File: config.mk
export PLATFORM = sky130hd
export DESIGN_NAME = perf_dump_unit
export DESIGN_NICKNAME = d
export VERILOG_FILES = /design/src/rtl/perf_dump_unit.sv
export SDC_FILE = /design/constraint.sdc
export NUM_CORES = 1
export LEC_CHECK = 0
export BUFFER_PORTS_ARGS = -buffer_cell sky130_fd_sc_hd__buf_4
export CORE_MARGIN = 2
export CORE_UTILIZATION = 42
export CTS_BUF_LIST = sky130_fd_sc_hd__clkbuf_4
export DETAILED_ROUTE_END_ITERATION = 10
export PLACE_DENSITY = 0.6
export SETUP_SLACK_MARGIN = 0.3
export SYNTH_ARGS = -nofsm -noshare
export SYNTH_HDL_FRONTEND = slang
export SYNTH_SLANG_ARGS = --single-unit
File: constraint.sdc
create_clock -name clk -period 4.8 [get_ports clk]
set_input_delay 0 -clock clk [delete_from_list [all_inputs] [get_ports clk]]
set_output_delay 0 -clock clk [all_outputs]
set_load 0.02 [all_outputs]
File: src/rtl/perf_dump_unit.sv
// perf_dump_unit: per-event performance counters, global cycle count, log window
// and a valid/ready snapshot stream of the counters (periodic or on request).
`timescale 1ns/1ps

module perf_dump_unit #(
  parameter int unsigned EVENT_NUM     = 8,
  parameter int unsigned CNT_WIDTH     = 32,
  parameter int unsigned DUMP_INTERVAL = 100000,
  parameter int unsigned LOG_START     = 0,
  parameter int unsigned LOG_END       = 0,
  localparam int unsigned ID_W         = (EVENT_NUM > 1) ? $clog2(EVENT_NUM) : 1
) (
  input  logic                 clk,
  input  logic                 rst,
  input  logic [EVENT_NUM-1:0] events,
  input  logic                 dump_req,
  output logic [63:0]          cycle_cnt,
  output logic                 log_valid,
  output logic                 dump_valid,
  input  logic                 dump_ready,
  output logic [ID_W-1:0]      dump_id,
  output logic [CNT_WIDTH-1:0] dump_count,
  output logic                 dump_last,
  output logic                 busy
);

  localparam int unsigned TMR_W = (DUMP_INTERVAL > 1) ? $clog2(DUMP_INTERVAL) : 1;
  localparam logic [ID_W-1:0]      LAST_ID  = ID_W'(EVENT_NUM - 1);
  localparam logic [TMR_W-1:0]     TMR_LAST = TMR_W'((DUMP_INTERVAL > 0) ? (DUMP_INTERVAL - 1) : 0);
  localparam logic [CNT_WIDTH-1:0] CNT_MAX  = '1;

  typedef enum logic [0:0] {
    IDLE = 1'b0,
    SEND = 1'b1
  } state_t;

  state_t                 state_q, state_d;
  logic [CNT_WIDTH-1:0]   cnt_q    [EVENT_NUM];
  logic [CNT_WIDTH-1:0]   shadow_q [EVENT_NUM];
  logic [TMR_W-1:0]       timer_q;
  logic                   pending_q, pending_d;
  logic [ID_W-1:0]        id_d;
  logic                   capture;
  logic                   valid_d;
  logic                   last_d;
  logic [CNT_WIDTH-1:0]   count_d;
  logic                   auto_trig;
  logic                   trigger;

  // Free-running cycle counter, wraps modulo 2^64.
  always_ff @(posedge clk or negedge rst) begin
    if (!rst) cycle_cnt <= '0;
    else      cycle_cnt <= cycle_cnt + 64'(1);
  end

  // Logging window decoded straight off the cycle counter; held low in reset.
  assign log_valid = rst
                   && (cycle_cnt >= 64'(LOG_START))
                   && ((LOG_END == 0) || (cycle_cnt < 64'(LOG_END)));

  // Interval timer for automatic dumps; runs independently of the dump FSM.
  always_ff @(posedge clk or negedge rst) begin
    if (!rst)                                         timer_q <= '0;
    else if ((DUMP_INTERVAL <= 1) || (timer_q == TMR_LAST)) timer_q <= '0;
    else                                              timer_q <= timer_q + TMR_W'(1);
  end

  assign auto_trig = (DUMP_INTERVAL != 0) && (timer_q == TMR_LAST);
  assign trigger   = auto_trig || dump_req;

  for (genvar g = 0; g < EVENT_NUM; g++) begin : g_cnt
    // Saturating per-event counter; never cleared by a dump.
    always_ff @(posedge clk or negedge rst) begin
      if (!rst)                                  cnt_q[g] <= '0;
      else if (events[g] && (cnt_q[g] != CNT_MAX)) cnt_q[g] <= cnt_q[g] + CNT_WIDTH'(1);
    end

    // Snapshot takes the registered count, excluding this cycle's event.
    always_ff @(posedge clk or negedge rst) begin
      if (!rst)         shadow_q[g] <= '0;
      else if (capture) shadow_q[g] <= cnt_q[g];
    end
  end

  // Dump FSM next-state, pending coalescing and next output values.
  always_comb begin
    state_d   = state_q;
    id_d      = dump_id;
    pending_d = pending_q;
    capture   = 1'b0;
    case (state_q)
      IDLE: begin
        if (trigger || pending_q) begin
          capture   = 1'b1;
          id_d      = '0;
          pending_d = 1'b0;
          state_d   = SEND;
        end
      end
      SEND: begin
        if (trigger) pending_d = 1'b1;
        if (dump_ready) begin
          if (dump_id == LAST_ID) state_d = IDLE;
          else                    id_d    = dump_id + ID_W'(1);
        end
      end
      default: state_d = IDLE;
    endcase
    valid_d = (state_d == SEND);
    last_d  = valid_d && (id_d == LAST_ID);
    count_d = capture ? cnt_q[0] : shadow_q[id_d];
  end

  // FSM state and registered dump outputs.
  always_ff @(posedge clk or negedge rst) begin
    if (!rst) begin
      state_q    <= IDLE;
      pending_q  <= 1'b0;
      dump_id    <= '0;
      dump_valid <= 1'b0;
      busy       <= 1'b0;
      dump_last  <= 1'b0;
      dump_count <= '0;
    end else begin
      state_q    <= state_d;
      pending_q  <= pending_d;
      dump_id    <= id_d;
      dump_valid <= valid_d;
      busy       <= valid_d;
      dump_last  <= last_d;
      dump_count <= count_d;
    end
  end

endmodule

==> flow_summary.toml <==
[setup_path]
cp_slowest_cell = "o21ai_4"
crit_fanout = 64
r2r_end = "dump_count[4]"
crit_required_ns = 5.64
reg2regPathDepth = 5
crit_end = "dump_count[4]"
regToRegSetupSlack_ns = 1.25
cp-end-kind = "flip-flop"
critPathLaunch = "state_q"
reg2reg_from = "state_q"
crit_chain = "nand2_2, o21ai_4, nand2_4, a211oi_1, o41ai_2"
cp.depth = 5
timing_worst_setup_path_type = "reg -> reg"
crit_family = "compound AO/OA/AOI/OAI gates"
worstPathArrival_ns = 4.39
crit_buf_inv = 0
slowest_delay_ns = 0.99
cp-start-kind = "flip-flop"

[cells_and_area]
area_growth_pct = 13.8
final_net_count = 2890
final_common_cell = "dfrtp_1"
final_cell_mix = "dfrtp_1 (630), clkbuf_4 (255), mux2_2 (232)"
final_layout_size_suffix_gt1_share_pct = 23.0

[synthesis]
yosys_warnings = 0
yosysSeqAreaShare_pct = 52.6
syn_area_um2 = 30000
ys_types = 76
synth_top_area_cell = "dfrtp_1"
synth_top_area_share_pct = 52.6
yosys-top-cells-area = "dfrtp_1 (53%), mux2_2 (8.7%), xnor2_1 (6.4%)"
yosys_most_used_dff = "dfrtp_1"
ys_async_sr_fraction_pct = 100
synth_edf_count = 0
synth.avg_cell_area_um2 = 11.2
syn_inst = 2677
yosys_register_bits = 631
synth_fp_nets = 2700

[cts]
numCtsBuffers = 171
cts.sinks = 631
tritoncts = "built"
clk_pin_slew_ns = 0.07
clk_latency_ns = 1.03
htreeDepth = 4
clockBufferDepth = 3
cts_setup_buffers = 0
ctsResizeCount = 0
root_buffer = "clkbuf_4"

[timing]
worst_pin_slew_ns = 1.14
grt_setup_unrepaired = "false"
finalCritPeriodShare_pct = 73.9
drv_slew = 0
finalSetupViolations = 0
fin_crit_ns = 3.55
slew_headroom_pct = 24.0
setup_tns_ns = 0
fmax_mhz = 282
finalHoldViolations = 0
skew_ns = 0.0517

[hold_path]
min_path_type = "in -> reg"

[grt]
antenna_found_initial = 1
grt_pass1_wl_mm = 131
first_global_vias = 21939
grt_use_total_pct = 22.9
grt_overflow = 0
grt_max_degree = 134

[floorplan]
dieArea_um2 = 73600
io-pin-count = 115
die_x_um = 271
die_h_um = 271
core-area_um2 = 71100
initial_core_util_pct = 42.2
row_count = 98

[route]
vias_per_cell = 5.65
avgRoutedWirePerCell_um = 21.2
drt-initial-drc-count = 2087
first_pass_iters = 6
route.detailed.drc = 0
totalWireLength_mm = 83.9
vias = 22312
ant_nets = 0

[power_and_ir_drop]
power_leakage_nw = 15.5
total_power_mw = 15.9
ir_drop_uv = 309
p_per_area_nw_per_um2 = 466

[flow_run]
maxCapViolCount = 0

[place]
gp_congestion = 0.934
io_buffers = 114
hpwl_mm = 57.5

[outcome]
status = "finished, final reports clean"
-- metal layers --
metal	vias up	wire length (um)	global-route usage (%)
met2	712	38400	34.6
met5	-	0	0
met3	141	5230	5.04
met4	0	3040	10.1
met1	11249	37200	31.7
li1	10210	-	-
-- kinds of logic after synthesis --
logic type               Yosys count  share of synthesized area [%]
buffers and inverters            194                           3.00
AND/OR/NAND/NOR                  986                           18.1
flip-flops                       631                           52.6
XOR/XNOR                         315                           9.19
adder cells (fa/ha/maj)           11                          0.458
AO/OA/AOI/OAI                    306                           7.86
multiplexers                     234                           8.77
-- what timing repair did --
action | 4_1_cts | 5_1_grt
endpoints found under the hold margin | 957 | 0
hold buffers | 24 | 0
endpoints found under the setup margin | 0 | 0
-- per-stage QoR --
step / setup slack (ns) / instances / util [%] / hold slack [ns] / instance area (um^2)
floorplan: 2.50 / 2677 / - / -0.296 / 30000
global placement: 1.55 / 3620 / 44.6 / 0.0736 / 31700
detailed placement: 1.35 / 3620 / 44.6 / 0.0760 / 31700
CTS: 1.31 / 3949 / 48.0 / 0.000400 / 34200
global route: 0.989 / 3950 / 48.0 / 0.0968 / 34200
finish: 1.25 / 3950 / 48.0 / 0.138 / 34200
-- registers in the layout (all words and copies together), names as in the netlist --
signal,flops
dump_last,1
cnt_q,256
shadow_q,256
dump_id,3
timer_q,17
cycle_cnt,64
pending_q,1
state_q,1
dump_count,32
-- where the power goes --
| part | switching (mW) | total, mW | internal (mW) |
|---|---|---|---|
| clock network | 2.32 | 4.92 | 2.59 |
| logic | 2.42 | 4.05 | 1.63 |
| registers | 0.912 | 6.96 | 6.05 |
| total | 5.66 | 15.9 | 10.3 |
-- worst min path at each step --
stage / start / to / slack, ns / depth (start not counted)
5_1_grt: events[3] / cnt_q[148] / 0.1 / 4
4_1_cts: events[2] / cnt_q[186] / 0.0004 / 5
6_report: events[0] / cnt_q[227] / 0.14 / 5
3_3_place_gp: rst / cnt_q[123] / 0.07 / 1
2_1_floorplan: rst / cnt_q[0] / -0.30 / 0
3_5_place_dp: rst / cnt_q[124] / 0.08 / 1
-- cells in the mapped netlist, types with 32 or more instances --
cell type / number
nor3_1: 66
clkbuf_1: 71
xor2_1: 97
a22oi_1: 32
nand3_1: 194
nand2_1: 169
dfrtp_1: 631
buf_2: 40
nand2b_1: 65
and3_1: 123
and4_1: 48
nor2_1: 105
xnor2_1: 218
a211oi_1: 103
o21ai_0: 66
mux2_2: 232
nand4_1: 114
inv_1: 47
a32o_1: 32
-- worst register-to-register path, stage by stage, from the launching register on --
cell and delay, ns:
dfrtp_1 0.52, nand2_2 0.55, o21ai_4 1.00, nand2_4 0.68
a211oi_1 0.53, o41ai_2 0.12
-- layout make-up --
class                   count  area [um^2]
fillers                  6669        37000
flip-flops and latches    631        15800
multi-input cells        1852        13400
clock buffers             255         1910
repair buffers            163         1400
well taps                 950         1190
clock inverters            50          303
inverters                  48          180
diodes                      1         2.50
(Power assumes the default switching activity.)
